[config.mk]
export PLATFORM = sky130hd
export DESIGN_NAME = rf_wb_arbiter
export DESIGN_NICKNAME = d
export VERILOG_FILES = /design/src/rtl/rf_wb_arbiter.sv
export SDC_FILE = /design/constraint.sdc
export NUM_CORES = 1
export LEC_CHECK = 0
export CAP_MARGIN = 20
export CORE_MARGIN = 8
export CORE_UTILIZATION = 68
export DETAILED_ROUTE_END_ITERATION = 7
export DONT_BUFFER_PORTS = 1
export PLACE_DENSITY = 0.85
export SYNTH_ARGS = -nofsm -noshare
export SYNTH_HDL_FRONTEND = slang
export SYNTH_SLANG_ARGS = --single-unit
[constraint.sdc]
create_clock -name clk -period 3 [get_ports clk]
set_input_delay 0.45 -clock clk [delete_from_list [all_inputs] [get_ports clk]]
set_output_delay 0.45 -clock clk [all_outputs]
set_load 0.02 [all_outputs]
[src/rtl/rf_wb_arbiter.sv]
// rf_wb_arbiter
//   Shares the register file's single write port between the ALU and the
//   load unit. Each source owns a one-entry holding slot (valid/ready). An
//   arbiter drains one slot per cycle onto registered rf_* outputs that feed
//   the register-file write port directly. Writes to x0 are granted and
//   drained, but rf_wren stays inactive for them.
//
//   Build option: define WB_RR_EN for round-robin priority between
//   different-rd entries. When it is undefined, the load slot has fixed
//   priority over the ALU slot.
//
// Ports
//   clk            clock, all state updates on posedge
//   rst            asynchronous active-low reset
//   alu_valid/ready/rd/data   ALU writeback handshake and payload
//   ld_valid/ready/rd/data    load writeback handshake and payload
//   rf_wren        register-file write enable, active low (0 = write)
//   rf_rd_addr     register-file write address
//   rf_data        register-file write data
//   rf_is_load     1 = current write comes from the load slot
//   busy           either slot occupied
//   stat_conflict  saturating count of cycles with both slots occupied
module rf_wb_arbiter #(
   parameter int XLEN = 32,
   parameter int AW   = 5
) (
   input  logic            clk,
   input  logic            rst,
   input  logic            alu_valid,
   output logic            alu_ready,
   input  logic [AW-1:0]   alu_rd,
   input  logic [XLEN-1:0] alu_data,
   input  logic            ld_valid,
   output logic            ld_ready,
   input  logic [AW-1:0]   ld_rd,
   input  logic [XLEN-1:0] ld_data,
   output logic            rf_wren,
   output logic [AW-1:0]   rf_rd_addr,
   output logic [XLEN-1:0] rf_data,
   output logic            rf_is_load,
   output logic            busy,
   output logic [7:0]      stat_conflict
);

   logic            slot_alu_v_r;
   logic [AW-1:0]   slot_alu_rd_r;
   logic [XLEN-1:0] slot_alu_data_r;
   logic            slot_ld_v_r;
   logic [AW-1:0]   slot_ld_rd_r;
   logic [XLEN-1:0] slot_ld_data_r;
   logic            alu_older_r;
   logic            ld_older_r;
`ifdef WB_RR_EN
   logic            rr_ld_first_r;
`endif

   logic            rd_eq_s;
   logic            grant_alu_s;
   logic            grant_ld_s;
   logic            alu_fill_s;
   logic            ld_fill_s;
   logic            alu_keep_s;
   logic            ld_keep_s;
   logic [AW-1:0]   sel_rd_s;
   logic [XLEN-1:0] sel_data_s;

   assign rd_eq_s = (slot_alu_rd_r == slot_ld_rd_r);

   // Grant selection from slot state only, so ready never depends on valid.
   always_comb begin
      grant_alu_s = 1'b0;
      grant_ld_s  = 1'b0;
      if (slot_alu_v_r && slot_ld_v_r) begin
         if (rd_eq_s) begin
            // Same destination: preserve program order; ties go to ALU.
            if (ld_older_r) begin
               grant_ld_s = 1'b1;
            end else begin
               grant_alu_s = 1'b1;
            end
         end else begin
`ifdef WB_RR_EN
            if (rr_ld_first_r) begin
               grant_ld_s = 1'b1;
            end else begin
               grant_alu_s = 1'b1;
            end
`else
            grant_ld_s = 1'b1;
`endif
         end
      end else if (slot_alu_v_r) begin
         grant_alu_s = 1'b1;
      end else if (slot_ld_v_r) begin
         grant_ld_s = 1'b1;
      end else begin
         grant_alu_s = 1'b0;
         grant_ld_s  = 1'b0;
      end
   end

   // A slot can take a new entry when empty or when draining this cycle.
   assign alu_ready  = ~slot_alu_v_r | grant_alu_s;
   assign ld_ready   = ~slot_ld_v_r | grant_ld_s;
   assign alu_fill_s = alu_valid & alu_ready;
   assign ld_fill_s  = ld_valid & ld_ready;
   // Occupied now and still occupied after the edge without a refill.
   assign alu_keep_s = slot_alu_v_r & ~grant_alu_s;
   assign ld_keep_s  = slot_ld_v_r & ~grant_ld_s;
   assign busy       = slot_alu_v_r | slot_ld_v_r;

   // Write-port source mux driven by the active grant.
   always_comb begin
      if (grant_ld_s) begin
         sel_rd_s   = slot_ld_rd_r;
         sel_data_s = slot_ld_data_r;
      end else begin
         sel_rd_s   = slot_alu_rd_r;
         sel_data_s = slot_alu_data_r;
      end
   end

   // Holding slots: fill on handshake, otherwise clear when drained.
   always_ff @(posedge clk or negedge rst) begin
      if (!rst) begin
         slot_alu_v_r    <= 1'b0;
         slot_alu_rd_r   <= {AW{1'b0}};
         slot_alu_data_r <= {XLEN{1'b0}};
         slot_ld_v_r     <= 1'b0;
         slot_ld_rd_r    <= {AW{1'b0}};
         slot_ld_data_r  <= {XLEN{1'b0}};
      end else begin
         if (alu_fill_s) begin
            slot_alu_v_r    <= 1'b1;
            slot_alu_rd_r   <= alu_rd;
            slot_alu_data_r <= alu_data;
         end else if (grant_alu_s) begin
            slot_alu_v_r <= 1'b0;
         end else begin
            slot_alu_v_r <= slot_alu_v_r;
         end
         if (ld_fill_s) begin
            slot_ld_v_r    <= 1'b1;
            slot_ld_rd_r   <= ld_rd;
            slot_ld_data_r <= ld_data;
         end else if (grant_ld_s) begin
            slot_ld_v_r <= 1'b0;
         end else begin
            slot_ld_v_r <= slot_ld_v_r;
         end
      end
   end

   // Age flags: the slot left waiting while the other fills becomes older.
   // Keep and fill are exclusive per slot, since a held slot is not ready.
   always_ff @(posedge clk or negedge rst) begin
      if (!rst) begin
         alu_older_r <= 1'b0;
         ld_older_r  <= 1'b0;
      end else if (alu_fill_s && ld_keep_s) begin
         alu_older_r <= 1'b0;
         ld_older_r  <= 1'b1;
      end else if (ld_fill_s && alu_keep_s) begin
         alu_older_r <= 1'b1;
         ld_older_r  <= 1'b0;
      end else if (alu_fill_s || ld_fill_s) begin
         alu_older_r <= 1'b0;
         ld_older_r  <= 1'b0;
      end else begin
         alu_older_r <= alu_older_r;
         ld_older_r  <= ld_older_r;
      end
   end

`ifdef WB_RR_EN
   // Round-robin pointer: after a contended different-rd grant, favour the loser.
   always_ff @(posedge clk or negedge rst) begin
      if (!rst) begin
         rr_ld_first_r <= 1'b0;
      end else if (slot_alu_v_r && slot_ld_v_r && !rd_eq_s) begin
         rr_ld_first_r <= grant_alu_s;
      end else begin
         rr_ld_first_r <= rr_ld_first_r;
      end
   end
`endif

   // Registered write port; an x0 entry drains with the enable held inactive.
   always_ff @(posedge clk or negedge rst) begin
      if (!rst) begin
         rf_wren    <= 1'b1;
         rf_rd_addr <= {AW{1'b0}};
         rf_data    <= {XLEN{1'b0}};
         rf_is_load <= 1'b0;
      end else if (grant_alu_s || grant_ld_s) begin
         rf_wren    <= (sel_rd_s == {AW{1'b0}});
         rf_rd_addr <= sel_rd_s;
         rf_data    <= sel_data_s;
         rf_is_load <= grant_ld_s;
      end else begin
         rf_wren    <= 1'b1;
         rf_rd_addr <= rf_rd_addr;
         rf_data    <= rf_data;
         rf_is_load <= rf_is_load;
      end
   end

   // Conflict statistic: cycles with both slots occupied, saturating.
   always_ff @(posedge clk or negedge rst) begin
      if (!rst) begin
         stat_conflict <= 8'h00;
      end else if (slot_alu_v_r && slot_ld_v_r && (stat_conflict != 8'hFF)) begin
         stat_conflict <= stat_conflict + 8'h01;
      end else begin
         stat_conflict <= stat_conflict;
      end
   end

endmodule
# After elaboration in Yosys (flattened, before gate mapping)
# Cells that the tools add are included.
# Widths: inputs -> output; s select.
[word_totals] ram_bits=0 latch_bits=0 input_bits=78 register_bits=124 memories=0 romBits=0
[op_classes] n_eq_ne=2 n_shift=0 mux=19 reduce_logical=10 n_div=0 magnitude_cmp=0 add_sub_neg=1 mul=0 bitwise=11
[ops] cell="$mux 32" count=1
[ops] cell="$mux 1" count=17
[ops] cell="$add 8x1->8 const B" count=1
[ops] cell="$ne 8x8->1 const B" count=1
[ops] cell="$eq 5x5->1" count=1
[ops] cell="$logic_not 5->1" count=1
[ops] cell="$mux 5" count=1
[ops] cell="$and 1x1->1" count=4
[ops] cell="$logic_and 1x1->1" count=4
[ops] cell="$not 1->1" count=4
[ops] cell="$reduce_bool 2->1" count=2
[ops] cell="$or 1x1->1" count=3
[ops] cell="$reduce_bool 3->1" count=1
[ops] cell="$logic_or 1x1->1" count=2

# Depth between registers and ports, before layout
[logic_depth] depth_word=9 ltp_mapped=8 mapped_depth_nobuf=5

# Worst setup path before layout
# OpenSTA, ideal clock, no wires.
[synth_path] kind="reg2reg" startpoint="register slot_ld_rd_r[2]" endpoint="register slot_ld_data_r[0]" synth_period_minus_slack_ns=1.871 arrival_ns=1.746 setup_slack_ns=1.129 required_time_ns=2.875 path_buffers=2 setup_ns=0.125 stages_incl_launch_ff=7 path_cell_list="dfrtp_1 -> xor2_1 -> or2_1 -> buf_6 -> o21ai_4 -> buf_12 -> mux2_4"
[synth_via] elab_chain_cells=5
[synth_lines] item="start, declared" line_no="49" text="logic [AW-1:0] slot_ld_rd_r;"
[synth_lines] item="start signal, assigned" line_no="130" text="slot_ld_rd_r <= {AW{1'b0}};"
[synth_lines] item="start signal, assigned" line_no="144" text="slot_ld_rd_r <= ld_rd;"
[synth_lines] item="$eq 5x5->1" line_no="67" text="assign rd_eq_s = (slot_alu_rd_r == slot_ld_rd_r);"
[synth_lines] item="$mux 1" line_no="74" text="if (rd_eq_s) begin"
[synth_lines] item="$mux 1" line_no="73" text="if (slot_alu_v_r && slot_ld_v_r) begin"
[synth_lines] item="$or 1x1->1" line_no="104" text="assign ld_ready = ~slot_ld_v_r | grant_ld_s;"
[synth_lines] item="$and 1x1->1" line_no="106" text="assign ld_fill_s = ld_valid & ld_ready;"
[synth_lines] item="end signal, assigned" line_no="131" text="slot_ld_data_r <= {XLEN{1'b0}};"
[synth_lines] item="end signal, assigned" line_no="145" text="slot_ld_data_r <= ld_data;"
[synth_lines] item="end, declared" line_no="50" text="logic [XLEN-1:0] slot_ld_data_r;"
# Every way passes these cells.
# A chain may end at the register's enable or synchronous reset.

# Worst setup path after layout
[layout_path] startpoint="register slot_ld_rd_r[2]" endpoint="output port alu_ready"
[layout_via] elab_chain_cells=4
[layout_lines] item="$eq 5x5->1" line_no="67"
[layout_lines] item="$mux 1" line_no="74"
[layout_lines] item="$mux 1" line_no="73"
[layout_lines] item="$or 1x1->1" line_no="103" text="assign alu_ready = ~slot_alu_v_r | grant_alu_s;"
[layout_lines] item="end, declared" line_no="30" text="output logic alu_ready,"
# Every way passes these cells.

==> flow_summary.toml <==
[critical_path]
cp-end-kind = "output pin"
arrival_ps = 2140
critical_path_class = "reg -> out"
crit_required_ps = 2550
crit_fanout = 20
cp-start-kind = "flop"

[floorplan]
die_h_um = 109.3
die_x_um = 109.3
initial_core_util_pct = 68.93
die_area_um2 = 11950
core_area_um2 = 8593
row_count = 34
num_io_pins = 128

[synthesis]
synth-compound-area-share_pct = 18.25
synth_top_area_share_pct = 51.96
ys.flop_type = "dfrtp_1"
synthSimpleGateAreaFrac_pct = 13.29
synthXorXnorAreaFrac_pct = 1.331
synth_nets = 592
synth_mux_area_share_pct = 9.801
syn_area_um2 = 5923
synthTopCellsByCount = "dfrtp_1, nor2b_1, a32o_1, o21ai_0, a31oi_1"
seq_area_frac_synth_pct = 52.41
async_flop_share_pct = 100.0
yosysUniqueCellTypes = 40
yosysMostFrequentCell = "dfrtp_1"
synth_edf_count = 0
synthTopCellsByArea = "dfrtp_1, mux2_4, nor2b_1"
synth_area_leader_cell = "dfrtp_1"
synth_cells = 513
syn_avg_cell_area_um2 = 11.55
yosys_warnings = 0
synth_top_family_by_area = "compound AO/OA/AOI/OAI gates"
synthAdderAreaFrac_pct = 0.2112
ys_ff_latch = 124

[cells_and_area]
final-instance-count-excl-fill = 616
finalInstanceArea_um2 = 6487
fin_nets = 575
syn_to_final_growth_pct = 9.527
num_antenna_cells = 0
drive_above_1_share_pct = 17.91

[global_routing]
grt_overflow = 0
grt_max_degree = 125
grt_pass1_vias = 4225
antenna_found_initial = 1
grt.total_usage_pct = 24.65
grt_pass1_wl_um = 22820

[clock_network]
clk_pin_slew_ps = 60
clock-sinks = 124
cts_made_buffers = 17
h-tree-depth = 4
root_buffer = "clkbuf_8"
cts_tree = "done"
cts_buffer_depth = 2
clk_latency_ps = 510

[run_status]
outcome = "finished with violations"
failed_checks = "hold timing"

[power_and_ir_drop]
leakage_nw = 2.635
vdd_drop_max_mv = 0.5059
power.density_nw_per_um2 = 771.7

[route]
wl_per_cell_um = 23.34
first_pass_iters = 5
drc_errors = 0
drt.antenna.violating_nets = 0
vias = 4157
avgViaCountPerCell = 6.748
drt_iter0_drc = 305
drt-total-wl_um = 14380

[worst_hold_path]
hp-class = "in -> async"

[timing]
worstMarginPinSlew_ps = 671.0
finalCritPeriodShare_pct = 86.22
hold_violations = 124
whs_ps = -361.7
grt_setup_unrepaired = "no"
period_needed_ps = 2587
timing.fmax_ghz = 0.3866
worst_slack_ps = 413.4
slew_headroom_pct = 55.17
tns_ps = 0
drv_slew = 0
finalSetupViolations = 0
finClkSkew_ps = 13.55

[flow_run]
maxCapViolCount = 0

[placement]
placed_cells = 585
dpl_cell_area_um2 = 5924
io_buffers = 0
place_congestion = 0.8014
dpl.hpwl_um = 9082
dp_slack_ps = 787.8
repair_timing:
action | in CTS | in global routing
resized for setup | 0 | 0
endpoints found under the hold margin | 124 | 124
buffers inserted | 0 | 0
setup endpoints to repair | 0 | 0
cells in the final DEF (no fill, tap or decap), types with 2 or more instances in the layout:
master and instances:
dfrtp_1 121, nor2b_1 67, a32o_1 37, o21ai_0 37
a31oi_1 34, nand3_1 33, a211oi_1 33, mux2_4 30
clkbuf_16 16, buf_4 14, mux2_2 8, xnor2_1 7
nand2_1 7, nand4_1 5, a21oi_1 4, mux2i_1 4
and2b_1 4, clkinvlp_4 4, clkinv_4 4, nor2_1 3
inv_1 3, nand2b_1 3, clkinv_2 3, xor2_1 2
and4_1 2, o21ai_4 2, bufinv_16 2, dfrtp_2 2
registers in the layout, indices dropped and copies added (netlist names):
register and cells:
slot_alu_data_r 32, slot_ld_v_r 1, slot_ld_data_r 32, ld_older_r 1, rf_rd_addr 5, slot_ld_rd_r 5, rf_is_load 1, stat_conflict 8
slot_alu_rd_r 5, rf_wren 1, rf_data 32, slot_alu_v_r 1
stage by stage:
stage / util (%) / power, W
floorplan: - / 0.002904
global placement: 68.94 / 0.003047
detailed placement: 68.94 / 0.003093
CTS: 75.50 / 0.005027
global route: 75.50 / 0.005215
finish: 75.50 / 0.005006
cells by family after synthesis:
kind of cell / after synthesis
muxes: 42
AOI/OAI and AO/OA: 150
DFF: 124
buffers and inverters: 53
xor gates and xnor gates: 9
adders and majority gates: 1
and+or+nand+nor: 134
cell type report:
cell class	instances	area [µm²]
Clock buffer	17	414.1
Clock inverter	14	148.9
Multi-Input combinational cell	336	2566
Sequential cell	124	3107
Tap cell	108	135.1
Fill cell	560	2106
Timing Repair Buffer	14	105.1
Inverter	3	11.26
per-layer routing:
| layer | GRT usage (%) | wire, µm |
|---|---|---|
| met1 | 31.08 | 5820 |
| met2 | 38.89 | 7030 |
| met3 | 7.444 | 1233 |
| met4 | 10.41 | 274 |
| met5 | 0 | 16 |
worst max-delay path, cell delays in order (launching register included):
cell and delay, ps:
dfrtp_1 410, xor2_1 210, or2_1 470, o21ai_4 230, buf_4 310
power by group:
part / leakage [nW] / switching (W) / internal, W
logic: 0.894 / 0.000362 / 0.000365
clock network: 0.266 / 0.000755 / 0.00118
registers: 1.48 / 0.000403 / 0.00194
total: 2.64 / 0.00152 / 0.00349
path summary, 6_finish.rpt:
kind / to / start / slack [ps] / cells after the start
min: stat_conflict[3] / rst / -360 / 0
min reg2reg: slot_ld_data_r[31] / slot_ld_data_r[31] / 500 / 1
max in group asynchronous: slot_ld_v_r / rst / 3170 / 0
min in group clk: slot_ld_v_r / ld_valid / 70 / 1
max: alu_ready / slot_ld_rd_r[2] / 410 / 4
max reg2reg: slot_ld_data_r[30] / slot_ld_rd_r[2] / 800 / 5
Power figures use the tool's default switching activity.
